$ cat src/rtl/instruction_decoder_pkg.sv
// Shared encoding constants for the instruction decoder and the datapath.
// Field positions, opcode patterns and source-select codes live here only.
package instruction_decoder_pkg;

  localparam int unsigned INSTR_W = 8;
  localparam int unsigned REG_CNT = 8;

  // 8-bit instruction formats:
  // LOAD 0ddd_cccc | MOV 10dd_dsss | ALU 110r_ffff | JMP 1110_aaaa | JNZ 1111_aaaa
  localparam int unsigned LOAD_D_MSB = 6;
  localparam int unsigned LOAD_D_LSB = 4;
  localparam int unsigned MOV_D_MSB  = 5;
  localparam int unsigned MOV_D_LSB  = 3;
  localparam int unsigned MOV_S_MSB  = 2;
  localparam int unsigned MOV_S_LSB  = 0;
  localparam int unsigned ALU_R_BIT  = 4;
  localparam int unsigned NIB_MSB    = 3;
  localparam int unsigned NIB_LSB    = 0;

  localparam logic [0:0] OPC_LOAD = 1'b0;
  localparam logic [1:0] OPC_MOV  = 2'b10;
  localparam logic [2:0] OPC_ALU  = 3'b110;
  localparam logic [3:0] OPC_JMP  = 4'b1110;
  localparam logic [3:0] OPC_JNZ  = 4'b1111;

  localparam logic [3:0] SRC_IMM = 4'd8;
  localparam logic [3:0] SRC_ALU = 4'd9;
  localparam logic [3:0] ALU_NOP = 4'd0;

  typedef enum logic [2:0] {
    CLS_LOAD,
    CLS_MOV,
    CLS_ALU,
    CLS_JMP,
    CLS_JNZ
  } instr_cls_e;

  function automatic instr_cls_e classify(input logic [INSTR_W-1:0] instr);
    instr_cls_e cls;
    if (instr[7:7] == OPC_LOAD)      cls = CLS_LOAD;
    else if (instr[7:6] == OPC_MOV)  cls = CLS_MOV;
    else if (instr[7:5] == OPC_ALU)  cls = CLS_ALU;
    else if (instr[7:4] == OPC_JMP)  cls = CLS_JMP;
    else                             cls = CLS_JNZ;
    return cls;
  endfunction

endpackage

$ cat src/rtl/instruction_decoder_reset_sync.sv
// Two-flop reset synchroniser: asserts immediately on reset_n low, releases
// on the second rising clk edge after reset_n returns high.
module reset_sync (
  input  logic clk,
  input  logic reset_n,
  output logic sync_reset
);

  logic meta_q;
  logic sync_q;

  always_ff @(posedge clk or negedge reset_n) begin
    if (!reset_n) begin
      meta_q <= 1'b1;
      sync_q <= 1'b1;
    end else begin
      meta_q <= 1'b0;
      sync_q <= meta_q;
    end
  end

  assign sync_reset = sync_q;

endmodule

$ cat src/rtl/instruction_decoder.sv
// Single-cycle instruction decoder: combinational decode of pm_data into
// register enables, source/ALU selects and jump requests, plus zero flag and ir.
module instruction_decoder
  import instruction_decoder_pkg::*;
(
  input  logic                 clk,
  input  logic                 reset_n,
  input  logic [INSTR_W-1:0]   pm_data,
  input  logic                 alu_zero,
  output logic                 sync_reset,
  output logic                 jmp,
  output logic                 jmp_nz,
  output logic [3:0]           jmp_addr,
  output logic                 dont_jmp,
  output logic [REG_CNT-1:0]   reg_en,
  output logic [3:0]           src_sel,
  output logic [3:0]           imm,
  output logic [3:0]           alu_func,
  output logic [INSTR_W-1:0]   ir
);

  logic                z_q, z_d;
  logic [INSTR_W-1:0]  ir_q;
  logic                z_upd;
  instr_cls_e          cls;
  logic [2:0]          mov_d, mov_s, load_d;
  logic [3:0]          nib;

  reset_sync u_reset_sync (
    .clk        (clk),
    .reset_n    (reset_n),
    .sync_reset (sync_reset)
  );

  assign cls    = classify(pm_data);
  assign load_d = pm_data[LOAD_D_MSB:LOAD_D_LSB];
  assign mov_d  = pm_data[MOV_D_MSB:MOV_D_LSB];
  assign mov_s  = pm_data[MOV_S_MSB:MOV_S_LSB];
  assign nib    = pm_data[NIB_MSB:NIB_LSB];

  // sync_reset follows reset_n asynchronously, so gating on it alone is
  // enough to clear every decode output the moment reset_n drops.
  always_comb begin
    jmp      = 1'b0;
    jmp_nz   = 1'b0;
    jmp_addr = 4'd0;
    reg_en   = '0;
    src_sel  = 4'd0;
    imm      = 4'd0;
    alu_func = ALU_NOP;
    z_upd    = 1'b0;
    if (!sync_reset) begin
      jmp_addr = nib;
      imm      = nib;
      unique case (cls)
        CLS_LOAD: begin
          reg_en[load_d] = 1'b1;
          src_sel        = SRC_IMM;
        end
        CLS_MOV: begin
          if (mov_d != mov_s) begin
            reg_en[mov_d] = 1'b1;
            src_sel       = {1'b0, mov_s};
          end
        end
        CLS_ALU: begin
          if (nib != ALU_NOP) begin
            reg_en[{2'b00, pm_data[ALU_R_BIT]}] = 1'b1;
            src_sel  = SRC_ALU;
            alu_func = nib;
            z_upd    = 1'b1;
          end
        end
        CLS_JMP: jmp    = 1'b1;
        CLS_JNZ: jmp_nz = 1'b1;
        default: ;
      endcase
    end
  end

  always_comb begin
    z_d = z_q;
    if (sync_reset)  z_d = 1'b0;
    else if (z_upd)  z_d = alu_zero;
  end

  always_ff @(posedge clk or negedge reset_n) begin
    if (!reset_n) begin
      z_q  <= 1'b0;
      ir_q <= '0;
    end else begin
      z_q  <= z_d;
      ir_q <= sync_reset ? '0 : pm_data;
    end
  end

  assign dont_jmp = z_q;
  assign ir       = ir_q;

endmodule

$ cat config.mk
export PLATFORM = sky130hd
export DESIGN_NAME = instruction_decoder
export DESIGN_NICKNAME = d
export VERILOG_FILES = /design/src/rtl/instruction_decoder_pkg.sv /design/src/rtl/instruction_decoder_reset_sync.sv /design/src/rtl/instruction_decoder.sv
export SDC_FILE = /design/constraint.sdc
export NUM_CORES = 1
export LEC_CHECK = 0
export ABC_AREA = 1
export BUFFER_PORTS_ARGS = -buffer_cell sky130_fd_sc_hd__buf_2
export CAP_MARGIN = 10
export CORE_ASPECT_RATIO = 1.25
export CORE_MARGIN = 2
export CORE_UTILIZATION = 30
export CTS_CLUSTER_SIZE = 24
export DETAILED_ROUTE_END_ITERATION = 6
export HOLD_SLACK_MARGIN = 0.05
export PLACE_DENSITY = 0.64
export SLEW_MARGIN = 20
export SYNTH_ARGS = -nofsm -noshare
export SYNTH_HDL_FRONTEND = slang
export SYNTH_SLANG_ARGS = --single-unit
$ cat constraint.sdc
create_clock -name clk -period 1.2 [get_ports clk]
set_input_delay 0.06 -clock clk [delete_from_list [all_inputs] [get_ports clk]]
set_output_delay 0.06 -clock clk [all_outputs]
set_load 0.02 [all_outputs]
After elaboration in Yosys (flattened, before gate mapping)
Cells that the tools add are included.
W data, S select, Z words.
Operators by class
  magnitude comparators: 6
  multiplexer cells: 32
  reduce and logical (&&, ||, !) cells: 6
  equal/unequal tests: 8
Operators by type and width (number)
  $mux W4: 6
  $mux W8: 3
  $pmux W8 S3: 1
  $mux W3: 5
  $mux W1: 12
  $pmux W4 S3: 1
  $lt A3 B4 Y1 const B: 2
  $demux W1 S3: 2
  $eq A3 B2 Y1 const B: 2
  $eq A3 B3 Y1 const B: 2
  $ge A3 B1 Y1 const B: 2
  $eq A4 B4 Y1 const B: 1
  $lt A1 B4 Y1 const B: 1
  $reduce_bool A4 Y1: 1
  $eq A3 B1 Y1 const B: 1
  $logic_and A1 B1 Y1: 3
  $logic_not A3 Y1: 1
  $ne A3 B3 Y1: 1
  $eq A2 B2 Y1 const B: 1
  $mux W2: 1
  $reduce_bool A2 Y1: 1
  $demux W1 S1: 1
  $ge A1 B1 Y1 const B: 1
Word-level totals
  output and inout port bits: 36
  logic and storage cells: 56
  register bits: 11

Depth between registers and ports, before layout
  depth after elaboration: 10
  depth in mapped cells: 7

Hierarchy
Synthesis repeated with hierarchy kept, for this count alone.
Second synthesis, totals
  cells, all modules: 108
  area, all modules: 754.5 um^2
By module, submodules not included
  instruction_decoder: cells each 105, area an instance 698.2 um^2, seq. area each 225.2 um^2, instances 1
  reset_sync: cells each 3, area an instance 56.3 um^2, seq. area each 52.6 um^2, instances 1

Least setup slack after synthesis
Ideal clock, no wire load.
  path type: register to output
  from: register u_reset_sync.sync_q, in the netlist u_reset_sync.sync_reset
  to: output jmp_addr[0]
  arrival time: 1.424 ns
  buffers on the path: 3
  cell stages (with the launch flop): 5
  setup slack: -0.284 ns
  data required time: 1.140 ns
  cells stage by stage: dfstp_2 buf_2 buf_1 nor2_1 buf_4
On the way
  word-level cells in the longest chain between the ends: 1
Ends and longest elaborated chain
  start: declaration: RTL line instruction_decoder_reset_sync.sv:10  | logic sync_q;
  start signal: assignment: RTL line instruction_decoder_reset_sync.sv:18  | sync_q <= meta_q;
  $mux W4
  end: declaration: RTL line instruction_decoder.sv:13  | output logic [3:0] jmp_addr,
Every way passes these cells.

Worst setup path in the final report
  from: register u_reset_sync.sync_q, in the netlist u_reset_sync.sync_reset
  to: output jmp
On the way
  word-level cells in the longest chain between the ends: 1
Ends and longest elaborated chain
  $mux W1: RTL line instruction_decoder.sv:52  | if (!sync_reset) begin
  end: declaration: RTL line instruction_decoder.sv:11  | output logic jmp,
Every way passes these cells.

==> impl_metrics.tcl <==
set metrics [dict create \
    antenna_left 0 \
    fin_setup_tns_ns -2.65 \
    synth_enable_flop_cells 0 \
    grt_max_degree 13 \
    fp.coreArea_mm2 0.00240 \
    arrival_ns 1.27 \
    globalRouteTotalUtil_pct 14.2 \
    vias 863 \
    cpMaxStageDelayCell "dfstp_2" \
    final_util_pct 47.2 \
    vias_per_cell 4.59 \
    rows 20 \
    worstPathCellList "nor2_1, and3_1, buf_2" \
    ioPinCount 47 \
    root_buffer "clkbuf_4" \
    synthFlopType "dfrtp_1" \
    numCtsBuffers 3 \
    total_leakage_power_nw 0.619 \
    fin_skew_ns 0.00510 \
    wl_met3_um 152 \
    antenna_cells 0 \
    rsz0062_at_grt "true" \
    vdd_drop_max_uv 307 \
    clockBufferDepth 2 \
    synth_area_leaders "dfrtp_1 30%, nor2_1 8.5%, nand3_1 8.0%" \
    grt_pass1_wl_um 3200 \
    ys_top_cells_by_count "17 x nor2_1, 16 x nand2_1, 12 x nand3_1" \
    path_class "flip-flop to output pin" \
    cp.required_ns 1.14 \
    async_reset_ff_share_pct 100 \
    met1_length_um 834 \
    critPathMaxFanout 5 \
    p_per_area_mw_per_mm2 832 \
    yosysSeqAreaShare_pct 36.9 \
    dp_hpwl_um 1650 \
    port_buffers 46 \
    dpl-instance-area_mm2 0.00104 \
    maxCapViolCount 0 \
    crit_path_start_kind "flip-flop" \
    synth_top_area_cell "dfrtp_1" \
    cts_sinks 11 \
    fin_crit_sh_pct 111 \
    worstHoldPathType "input port to flip-flop" \
    synth_top_area_share_pct 29.9 \
    dr.pass1.iters 4 \
    die_area_mm2 0.00293 \
    syn_avg_cell_area_um2 7.04 \
    wl_um 2090 \
    wl_per_cell_um 11.1 \
    timing.final.ws_setup_ns -0.134 \
    top_layer "met4" \
    min_period_ns 1.33 \
    max_freq_ghz 0.750 \
    drc_errors 0 \
    slew_violations 0 \
    synth.most_common_cell "nor2_1" \
    fill_cells 267 \
    hold_slack_ns 0.0736 \
    finalPower_w 0.000944 \
    grt_pass1_vias 788 \
    gp_congestion 0.838 \
    cp_slowest_stage_delay_ns 0.61 \
    ys_warn_count 0 \
    wl_met2_um 1080 \
    synth_cell_types 21 \
    synthesis.nets 118 \
    finalHoldViolCount 0 \
    drtIter0Drc 13 \
    final_nets 167 \
    status "finished with violations" \
    syn_to_final_growth_pct 50.5 \
    h-tree-depth 1 \
    final_area_mm2 0.00113 \
    end_kind "output pin" \
    start_util_pct 31.4 \
    synth_seq_cells 11 \
    cts_tree "yes" \
    path_clk_slew_ns 0.06 \
    die_h_um 60.0 \
    layout-drive-gt1-share_pct 51.0 \
    synthesis.area_um2 753 \
    insertion_delay_ns 0.26 \
    gr-total-overflow 0 \
    finalSetupViolations 27 \
    syn_inst 107 \
    die_x_um 48.8 \
    antenna_found_initial 0 \
    violations "setup timing" \
]
-- critical path, delay by kind of cell (launching register included) --
| family | cells | cell delay [ns] |
|---|---|---|
| buf+inv | 1 | 0.15 |
| flops | 1 | 0.61 |
| simple gates | 2 | 0.25 |
-- per-stage QoR --
| step | instances | setup slack [ns] |
|---|---|---|
| final | 188 | -0.134 |
| after global routing | 188 | -0.187 |
| after global placement | 180 | 0.117 |
| after CTS | 186 | -0.150 |
| after detailed placement | 180 | 0.114 |
| after floorplan | 107 | -0.0433 |
-- layout make-up --
class                           instances  area [um2]  share of cell area (%)
Sequential cell                        11         278                    24.5
Timing Repair Buffer                   52         313                    27.6
Multi-Input combinational cell         75         427                    37.6
Tap cell                               33        41.3                    3.64
Clock buffer                            4        26.3                    2.32
Inverter                               13        48.8                    4.30
-- final timing paths --
path                                                end  slack (ns)  depth (start not counted)                     from
worst max-delay path                                jmp       -0.13                          3  u_reset_sync.sync_reset
worst min-delay path                           dont_jmp        0.07                          3                 alu_zero
worst max register to register                    ir[4]        0.21                          3  u_reset_sync.sync_reset
worst min register to register  u_reset_sync.sync_reset        0.36                          0      u_reset_sync.meta_q
max in group asynchronous       u_reset_sync.sync_reset        0.75                          2                  reset_n
min in group asynchronous                         ir[3]        0.19                          2                  reset_n
-- power breakdown --
group          total (W)  switching (W)  leakage [nW]  internal [W]
clock network   0.000238       0.000110        0.0150      0.000128
logic           0.000305       0.000203         0.466      0.000102
registers       0.000401     0.00000847         0.138      0.000392
-- layer usage --
layer	up-vias	global-route usage, %
met5	-	0
met2	35	23.7
met4	0	8.98
li1	431	-
met1	393	16.1
met3	4	4.25
-- layout by cell type (no fill, tap or decap), drive strengths merged --
cell type	synthesis	final
nor4	1	1
nand3	14	14
nor2	18	18
a21oi	11	11
conb	1	1
dfrtp	9	9
dlygate4sd3	0	1
clkbuf	1	4
and3	1	1
nand2	22	22
inv	13	13
nor3	7	7
dfstp	2	2
buf	7	51
-- state kept, by name, indices dropped and copies added, names as in the netlist --
register and cells:
dont_jmp 1, ir 8, u_reset_sync.meta_q 1, u_reset_sync.sync_reset 1
-- kinds of logic (layout without fill, tap and decap cells) --
| family | Yosys count | in the layout | share of synthesized area, % |
|---|---|---|---|
| compound gates | 11 | 11 | 7.31 |
| buf+inv | 21 | 69 | 13.1 |
| flops | 11 | 11 | 36.9 |
| other cells | 1 | 1 | 0.498 |
| simple gates | 63 | 63 | 42.2 |
-- what timing repair did --
action | CTS | global route
gates resized for setup | 2 | 7
pin swaps | 0 | 1
endpoints found under the hold margin | 11 | 0
setup buffers | 1 | 2
setup endpoints to repair | 27 | 27
hold buffers | 1 | 0
No activity file was read; power rests on OpenSTA's default activity.
